$ cat config.mk
export PLATFORM = sky130hd
export DESIGN_NAME = ycc_tol_compare
export DESIGN_NICKNAME = d
export VERILOG_FILES = /design/src/rtl/ebu75_pkg.sv /design/src/rtl/ycc_tol_compare.sv
export SDC_FILE = /design/constraint.sdc
export NUM_CORES = 1
export LEC_CHECK = 0
export CORE_ASPECT_RATIO = 1.25
export CORE_MARGIN = 2
export CORE_UTILIZATION = 46
export DETAILED_ROUTE_END_ITERATION = 8
export MAX_ROUTING_LAYER = met4
export PLACE_DENSITY = 0.8
export SKIP_LAST_GASP = 1
export SYNTH_ARGS = -nofsm -noshare
export SYNTH_HDL_FRONTEND = slang
export SYNTH_SLANG_ARGS = --single-unit
$ cat constraint.sdc
create_clock -name vclk -period 4.2
set_input_delay 1.05 -clock vclk [all_inputs]
set_output_delay 1.05 -clock vclk [all_outputs]
set_load 0.01 [all_outputs]
$ cat src/rtl/ebu75_pkg.sv
// Shared definitions for the EBU 75% colour-bar generator and checker.
// Holds the YCbCr sample type, the bar value table and the checker states.
package ebu75_pkg;

    typedef struct packed {
        logic [7:0]        luma;
        logic signed [7:0] u;
        logic signed [7:0] v;
    } ycc_t;

    // Packed with bar 7 in the MSBs so EBU75_BARS[i] returns bar i.
    // Fields per entry: luma / U / V, U and V in two's complement.
    localparam ycc_t [7:0] EBU75_BARS = {
        24'h00_00_00,  // bar 7:   0/  0/  0
        24'h14_29_F7,  // bar 6:  20/ 41/ -9
        24'h38_F2_3A,  // bar 5:  56/-14/ 58
        24'h4C_1B_31,  // bar 4:  76/ 27/ 49
        24'h70_E5_CF,  // bar 3: 112/-27/-49
        24'h85_0E_C6,  // bar 2: 133/ 14/-58
        24'hA8_D7_09,  // bar 1: 168/-41/  9
        24'hFF_00_00   // bar 0: 255/  0/  0
    };

    typedef enum logic {
        IDLE  = 1'b0,
        CHECK = 1'b1
    } chk_state_t;

endpackage

$ cat src/rtl/ycc_tol_compare.sv
// Per-component tolerance compare of a received YCbCr sample.
// Ports: sample_i, expect_i (ycc_t); mismatch_o high if any |diff| > TOL.
module ycc_tol_compare
    import ebu75_pkg::*;
#(
    parameter int TOL = 2
) (
    input  ycc_t sample_i,
    input  ycc_t expect_i,
    output logic mismatch_o
);

    localparam logic signed [9:0] TOL_V = 10'(TOL);

    logic signed [9:0] dy;
    logic signed [9:0] du;
    logic signed [9:0] dv;

    // 10 bits hold any 8-bit difference without overflow.
    assign dy = $signed({2'b00, sample_i.luma})
              - $signed({2'b00, expect_i.luma});
    assign du = $signed({{2{sample_i.u[7]}}, sample_i.u})
              - $signed({{2{expect_i.u[7]}}, expect_i.u});
    assign dv = $signed({{2{sample_i.v[7]}}, sample_i.v})
              - $signed({{2{expect_i.v[7]}}, expect_i.v});

    function automatic logic over_tol(input logic signed [9:0] d);
        logic signed [9:0] a;
        a = (d < 0) ? -d : d;
        return a > TOL_V;
    endfunction

    assign mismatch_o = over_tol(dy) | over_tol(du) | over_tol(dv);

endmodule

==> metrics.yaml, run 1 <==
die_x_microns: 58.90
p_comb_share_pct: 100.0
die_y_microns: 72.62
drt_iter0_drc: 133
ios: 49
stdcell_count: 404
use_met1_pct: 27.66
vias_per_cell: 5.946
drv_cap: 0
hold_buffers: 0
place_congestion: 0.8288
die-area_sq_mm: 0.004277
maxSlewHeadroom_pct: 63.99
dp_hpwl_microns: 4091
violations: "DRC, setup timing"
synth_top_area_share_pct: 19.49
n_antenna_cell: 0
seq_area_frac_synth_pct: 0
synth_common_cells: "inv_1, ha_1, nor2_1"
start_util_pct: 48.91
postLayoutCoreUtil_pct: 89.62
crit_type: "primary input to output pin"
top_usage_layer: "met2"
syn_area_sq_mm: 0.001733
sw_frac_of_total_pct: 47.53
core_region_area_sq_mm: 0.003543
yosys.cell_types.count: 60
drt-pass1-iter-count: 7
grt_max_degree: 7
finalCritPeriodShare_pct: 112.6
grt_util_met3_pct: 2.128
ff_latch_area_sq_um: 0
synth_area_leaders: "ha_1, inv_1, xor2_1"
wirelength_microns: 6302
placedCellCount: 395
seq_cell_count: 0
hold_slack_ps: 2973
fill_cells: 177
drive_above_1_share_pct: 43.01
seqPwrFrac_pct: 0
status: "complete, but fails checks"
row_count: 24
crit_path_start_kind: "primary input"
yosysMostFrequentCell: "inv_1"
antenna_found_initial: 0
required_ps: 3150
grt_pass1_vias: 2428
rsz0062_at_grt: "yes"
drcViolationCount: 2
syn-num-nets: 320
post_dp_cell_area_sq_mm: 0.002789
grtUsageTotal_pct: 28.23
hold_class: "primary input to output pin"
drv_slew: 0
pwr-share-clk_pct: 0
final_area_sq_mm: 0.003176
postRouteAntennaNets: 0
grt_remaining_overflow: 0
power.net_switching_mw: 0.2888
fmax_ghz: 0.2114
p_per_area_mw_per_mm2: 191.3
synthCells: 242
p_leak_nw: 1.474
yosysTopAreaCell: "ha_1"
setup_violations: 1
crit_path_max_fanout: 4
wl_per_cell_microns: 15.60
worst_pin_slew_ps: 531.7
grt_pass1_wl_microns: 9687
area_growth_pct: 83.25
nNetsFinal: 445
finalWorstSetupSlack_ps: -529.4
fin_crit_ps: 4729
vdd_drop_max_uv: 114.9
vias: 2402
port_buffers: 49
avgSynthCellArea_sq_um: 7.161
worstPathArrival_ps: 3680
power.total_mw: 0.6075
cp-end-kind: "output pin"
intPower_mw: 0.3187
clockBufferCount: 0
grt_use_met2_pct: 56.30
hold_violations: 0
yosysWarnings: 0
==> routing by layer <==
layer / up-vias / wire (microns)
met5: - / 0
met4: 0 / 186
met3: 23 / 229
met1: 1132 / 2336
li1: 1151 / -
met2: 96 / 3549
==> layout by cell type, fill, tap and decap left out, drive strengths merged, types with 3 or more instances in the layout <==
cell type      count
a211oi             3
a21o               4
a21oi             10
a31oi              4
and3               5
buf               79
clkdlybuf4s50     24
dlygate4sd2       15
dlymetal6s2s       3
fa                 3
ha                27
inv               34
mux2i              3
nand2             12
nand2b             5
nand3              6
nand4              4
nor2              23
nor2b              6
o211ai             4
o21a               3
o21ai             13
o31a               4
o31ai              3
o41ai              3
or2                5
or4                3
xnor2              8
xor2              10
==> worst paths after layout <==
path / startpoint / end / slack (ps) / depth (start not counted)
max: expect_i[19] / mismatch_o / -530 / 13
min: expect_i[8] / mismatch_o / 2970 / 8
==> cell families (layout without fill, tap and decap cells) <==
group	after synthesis	in the layout	synth area share, %
buf+inv	35	158	7.653
simple gates	79	79	24.62
mux	5	5	3.032
compound gates	75	75	32.64
fa+ha+maj	30	30	22.96
xor+xnor	18	18	9.097
==> per-stage QoR <==
step | worst slack (ps) | setup TNS [ps]
after floorplan | -95.86 | -95.86
after global placement | -1149 | -1149
after detailed placement | -1202 | -1202
after CTS | -453.3 | -453.3
after global routing | -668.7 | -668.7
final | -529.4 | -529.4
==> power by group through the flow <==
stage / clock network (mW) / logic [mW] / registers [mW]
after global routing: 0 / 0.653 / 0
after floorplan: 0 / 0.282 / 0
after global placement: 0 / 0.480 / 0
after CTS: 0 / 0.540 / 0
after detailed placement: 0 / 0.492 / 0
final: 0 / 0.608 / 0
==> what timing repair did <==
action / CTS / global route
pin swaps: 30 / 21
setup endpoints to repair: 1 / 1
setup buffers: 4 / 5
resized for setup: 83 / 33
==> worst max-delay path, cell delays in order <==
cell and delay, ps:
clkdlybuf4s50_1 470, inv_1 70, ha_4 190, nor2_4 160
a211oi_4 110, o31a_2 350, buf_4 140, o21ai_2 120
a31oi_1 110, a2111o_1 320, nor4_2 290, nand4_1 130
buf_2 160
==> final cells by class <==
type	instances	area (sq um)	share of cell area [%]
Timing Repair Buffer	124	1037	32.66
Inverter	34	132.6	4.177
Multi-Input combinational cell	207	1957	61.62
Tap cell	39	48.80	1.537
No activity file was read; power rests on OpenSTA's default activity.
==> run 2: changes to the inputs <==
- CORE_ASPECT_RATIO: 1.25 -> 0.5
==> metrics.yaml, run 2 (synthesized netlist as in run 1, its figures left out) <==
rsz0062_at_grt: "yes"
finalWorstSetupSlack_ps: -609.4  # -80.02 ps
required_ps: 3150  # about the same
seq_cell_count: 0  # unchanged
fmax_ghz: 0.2079  # -1.7%
postRouteAntennaNets: 0  # unchanged
fin_crit_ps: 4809  # +80.02 ps
crit_family: "adder cells"
drv_slew: 0  # unchanged
clockBufferCount: 0  # unchanged
vdd_drop_max_uv: 137.0  # +19%
final_cell_mix: "buf_4, clkdlybuf4s50_1, inv_1, nor2_1, dlygate4sd2_1"
dp_hpwl_microns: 4782  # +17%
setup_violations: 1  # unchanged
maxSlewHeadroom_pct: 69.86  # +5.9 points
multi_input_area_sq_mm: 0.002033  # +3.9%
hold_violations: 0  # unchanged
ff_latch_area_sq_um: 0  # unchanged
crit_path_max_fanout: 2  # -2
slowest_stage: "fa_2"
worst_pin_slew_ps: 445.0  # -86.66 ps
start_util_pct: 49.11  # +0.21 points
worst-path-buf-inv: 5  # +1
grt_remaining_overflow: 0  # unchanged
p_per_area_mw_per_mm2: 206.8  # +8.1%
wl_per_cell_microns: 20.81  # +33%
max_stage_delay_ps: 380  # -90 ps
core_region_area_sq_mm: 0.003528  # -0.42%
pre_cts_slack_ps: -1188  # +14.03 ps
fill_cells: 136  # -23%
n_antenna_cell: 0  # unchanged
final_common_cell: "buf_4"
die_y_microns: 47.40  # -35%
drv_cap: 0  # unchanged
antenna_found_initial: 0  # unchanged
worstPathArrival_ps: 3760  # +80 ps
p_leak_nw: 1.480  # +0.41%
ios: 49  # unchanged
wirelength_microns: 8656  # +37%
tns_ps: -609.4  # -80.02 ps
die_x_microns: 90.80  # +54%
die-area_sq_mm: 0.004304  # +0.63%
drt-pass1-iter-count: 5  # -2
crit_path_start_kind: "primary input"
grt_max_degree: 8  # +1
vias_per_cell: 6.536  # +9.9%
hold_buffers: 0  # unchanged
status: "complete, but fails checks"
vias: 2719  # +13%
crit_chain: "buf_2 -> inv_2 -> ha_2 -> inv_2 -> fa_2 -> a211oi_4 -> nor2_2 -> xor2_2 -> buf_4 -> nor2_1 -> nand4_1 -> mux2_2 -> o31ai_2 -> nand4_1 -> buf_2"
grtUsageTotal_pct: 35.61  # +7.4 points
finalCritPeriodShare_pct: 114.5  # +1.9 points
grt_pass1_wl_microns: 11740  # +21%
area_growth_pct: 87.22
drt_iter0_drc: 242  # +82%
grt_pass1_vias: 2481  # +2.2%
violations: "setup timing"
port_buffers: 49  # unchanged
row_count: 15  # -38%
crit_type: "primary input to output pin"
hold_class: "primary input to output pin"
cp-end-kind: "output pin"
drcViolationCount: 0  # -2
drive_above_1_share_pct: 46.30  # +3.3 points
place_congestion: 0.9829  # +19%
nNetsFinal: 445  # unchanged
## run 2: area by class of cell
cell class / instances / area share, %
multi-input combinational: 207 / 62.67
inverter: 34 / 4.011
tap: 51 / 1.967
timing repair buffer: 124 / 31.35
## run 2: path summary, 6_finish.rpt
check,startpoint,end,slack [ps],cells after the start
setup / recovery,sample_i[0],mismatch_o,-610,15
hold / removal,expect_i[8],mismatch_o,2970,7
## run 2: what timing repair did
item,4_1_cts,5_1_grt
endpoints found under the setup margin,1,1
gates resized for setup,113,19
pin swaps,40,19
buffers inserted,8,0
## run 2: per-stage QoR
stage | util (%) | instance area [sq um] | hold WS [ps] | power (mW) | instances
finish | 91.95 | 3244 | 2974 | 0.6709 | 416
global route | 91.95 | 3244 | 3010 | 0.6973 | 416
CTS | 89.75 | 3167 | 3014 | 0.5814 | 416
detailed placement | 79.68 | 2811 | 3552 | 0.5042 | 408
global placement | 79.68 | 2811 | 3531 | 0.4798 | 408
floorplan | - | 1759 | 2536 | 0.2818 | 242
## run 2: routing by layer
| metal | up-vias | global-route usage, % | wire length (microns) | part of all wire, % |
|---|---|---|---|---|
| li1 | 1146 | - | - | - |
| met1 | 1251 | 39.87 | 3245 | 37 |
| met2 | 240 | 67.46 | 3985 | 46 |
| met3 | 82 | 5.136 | 836 | 9.7 |
| met4 | 0 | 14.85 | 588 | 6.8 |
| met5 | - | - | 0 | 0 |
## run 2: where the power goes
part | switching (mW) | internal, mW
registers | 0 | 0
logic | 0.342 | 0.329
clock network | 0 | 0
==> run 3: changes to the inputs <==
==> constraint.sdc (replaced) <==
create_clock -name vclk -period 4.2
set_input_delay 0.84 -clock vclk [all_inputs]
set_output_delay 0.84 -clock vclk [all_outputs]
set_load 0.01 [all_outputs]
==> metrics.yaml, run 3 <==
worstEndpointType: "output port"
die_y_microns: 47.40  # unchanged
yosysMostFrequentCell: "inv_1"
grt_max_degree: 7
placedCellCount: 409  # +0.25%
synthCells: 242  # unchanged
failing_step: "global routing"
seq_area_frac_synth_pct: 0  # unchanged
row_count: 15  # unchanged
avgSynthCellArea_sq_um: 7.161  # unchanged
grtUsageTotal_pct: 73.51
yosys.cell_types.count: 60  # unchanged
pre_cts_slack_ps: -873.6  # +314.7 ps
syn-num-nets: 320  # unchanged
yosysWarnings: 0  # unchanged
place_congestion: 0.9027  # -8.2%
die_x_microns: 90.80  # unchanged
grt-worst-endpoint: "mismatch_o"
grt_remaining_overflow: 155
start_util_pct: 49.11  # unchanged
dp_hpwl_microns: 4730  # -1.1%
synth_area_leaders: "ha_1, inv_1, xor2_1"
port_buffers: 49  # unchanged
yosysTopAreaCell: "ha_1"
ios: 49  # unchanged
synth_top_area_share_pct: 19.49  # unchanged
hold_buffers: 0  # unchanged
syn_area_sq_mm: 0.001733  # unchanged
error_line: "[ERROR GRT-0232] Routing congestion too high. Check the congestion heatmap in the GUI."
synth_common_cells: "inv_1, ha_1, nor2_1"
status: "stopped before the end"
## run 3: metrics by stage
stage	TNS (ps)	hold WS [ps]	area [sq um]
2_1_floorplan	0	2116	1733
4_1_cts	-21.44	2556	3253
3_5_place_dp	-873.6	3211	2793
3_3_place_gp	-734.5	3164	2793
## run 3: layer usage
| metal | overflow | global-route usage (%) |
|---|---|---|
| met1 | 2 | 62.58 |
| met2 | 91 | 106.9 |
| met3 | 0 | 39.81 |
| met4 | 62 | 104.5 |
| met5 | - | - |
## run 3: cell families after synthesis
| logic type | Yosys count | synth area share [%] |
|---|---|---|
| xor+xnor | 18 | 9.097 |
| fa+ha+maj | 30 | 22.96 |
| compound gates | 75 | 32.64 |
| mux | 5 | 3.032 |
| simple gates | 79 | 24.62 |
| buf+inv | 35 | 7.653 |
## run 3: repair_timing
action	CTS
gates resized for setup	135
pin swaps	38
cloned	0
buffers inserted	16
setup endpoints to repair	1
hold endpoints to repair	0
==> run 4: changes to the inputs <==
- CORE_ASPECT_RATIO: 0.5 -> unset
- CORE_UTILIZATION: 46 -> 40
- MAX_ROUTING_LAYER: met4 -> unset
- PLACE_DENSITY: 0.8 -> unset
- PLACE_DENSITY_LB_ADDON: unset -> 0.15
- clock period: 4.2 -> 5.5 ns (I/O delays scaled with it)
==> metrics.yaml, run 4 (synthesized netlist as in run 1, its figures left out) <==
ff_latch_area_sq_um: 0
row_count: 23  # +8
required_ps: 4400
clockBufferCount: 0
grt_use_met2_pct: 26.98
die_y_microns: 69.82  # +47%
ios: 49  # unchanged
die-area_sq_mm: 0.004875
p_leak_nw: 1.068
fmax_ghz: 0.1892
cp-end-kind: "output pin"
wirelength_microns: 3851
vias_per_cell: 5.389
drcViolationCount: 0
use_met1_pct: 22.77
fin_crit_ps: 5285
drive_above_1_share_pct: 9.603
hold_class: "primary input to output pin"
seq_cell_count: 0
status: "finished, final reports clean"
finalCritPeriodShare_pct: 96.10
core_region_area_sq_mm: 0.004086
drt_iter0_drc: 68
drv_slew: 0
crit_family: "compound AO/OA/AOI/OAI gates"
final_common_cell: "clkdlybuf4s50_1"
hold_violations: 0
grt_remaining_overflow: 0
grt_pass1_wl_microns: 6824
nNetsFinal: 382
top_usage_layer: "met2"
place_congestion: 0.8559  # -5.2%
vdd_drop_max_uv: 57.17
start_util_pct: 42.41  # -6.7 points
maxSlewHeadroom_pct: 65.20
grtUsageTotal_pct: 15.57
slowest_stage: "clkdlybuf4s50_1"
die_x_microns: 69.82  # -23%
crit_top_cell: "inv_1"
crit_path_max_fanout: 3
drt-pass1-iter-count: 4
grt_util_met3_pct: 0.4360
postLayoutCoreUtil_pct: 57.99
grt_max_degree: 10
postRouteAntennaNets: 0
port_buffers: 49  # unchanged
worstPathArrival_ps: 4190
wl_per_cell_microns: 10.94
setup_violations: 0
p_per_area_mw_per_mm2: 129.1
worst-path-buf-inv: 4
crit_type: "primary input to output pin"
final_cell_mix: "clkdlybuf4s50_1, inv_1, ha_1, nor2_1"
vias: 1897
drv_cap: 0
antenna_found_initial: 0
rsz0062_at_grt: "no"
worst_pin_slew_ps: 515.5
max_stage_delay_ps: 400
area_growth_pct: 36.75
grt_pass1_vias: 1635
n_antenna_cell: 0
crit_chain: "clkdlybuf4s50_1 -> inv_1 -> ha_1 -> inv_1 -> fa_1 -> a21o_1 -> a221o_1 -> o211a_1 -> a211oi_1 -> o221a_2 -> o2111ai_1 -> nor4_2 -> nand4_1 -> dlygate4sd2_1"
tns_ps: 0
dp_hpwl_microns: 3427  # -28%
crit_path_start_kind: "primary input"
==> run 4: tightest hold or removal path, stage by stage <==
cell and delay, ps:
clkdlybuf4s50_1 390, inv_1 50, ha_1 140, xor2_1 100
nand3_1 70, o31ai_1 60, nand4_1 60, dlygate4sd2_1 270
==> run 4: report_power, final <==
| group | total [mW] | switching, mW | internal (mW) |
|---|---|---|---|
| clock | 0 | 0 | 0 |
| combinational | 0.306 | 0.153 | 0.153 |
| sequential | 0 | 0 | 0 |
| total | 0.306 | 0.153 | 0.153 |
==> run 4: repair_timing <==
item | in CTS | in global routing
gates resized for setup | 1 | 0
buffers inserted | 0 | 0
hold buffers | 0 | 0
endpoints found under the hold margin | 0 | 0
endpoints found under the setup margin | 1 | 0
==> run 4: layout make-up <==
class | count | area (sq um)
Timing Repair Buffer | 61 | 579.3
Fill cell | 391 | 1717
Inverter | 34 | 127.6
Multi-Input combinational cell | 207 | 1600
Tap cell | 50 | 62.56
==> run 4: metrics by stage <==
| stage | hold WS [ps] | setup slack [ps] | std cells | instance area [sq um] | total power, mW |
|---|---|---|---|---|---|
| 6_report | 3343 | 214.7 | 352 | 2370 | 0.3059 |
| 5_1_grt | 3442 | 4.285 | 352 | 2370 | 0.3431 |
| 4_1_cts | 3370 | 197.8 | 352 | 2370 | 0.3064 |
| 3_5_place_dp | 3636 | 2.053 | 352 | 2371 | 0.3044 |
| 3_3_place_gp | 3614 | 15.11 | 352 | 2371 | 0.3023 |
| 2_1_floorplan | 2636 | 994.5 | 242 | 1733 | 0.2111 |
==> run 4: metal layers <==
metal	part of all wire [%]	wire length, microns	up-vias
met5	0	0	-
li1	-	-	1020
met1	50	1924	838
met2	46	1770	39
met4	0	0	0
met3	4.1	157	0
==> run 4: final timing paths <==
path	slack, ps	cells past startpoint	end	start
max	210	14	mismatch_o	sample_i[8]
min	3340	8	mismatch_o	expect_i[6]
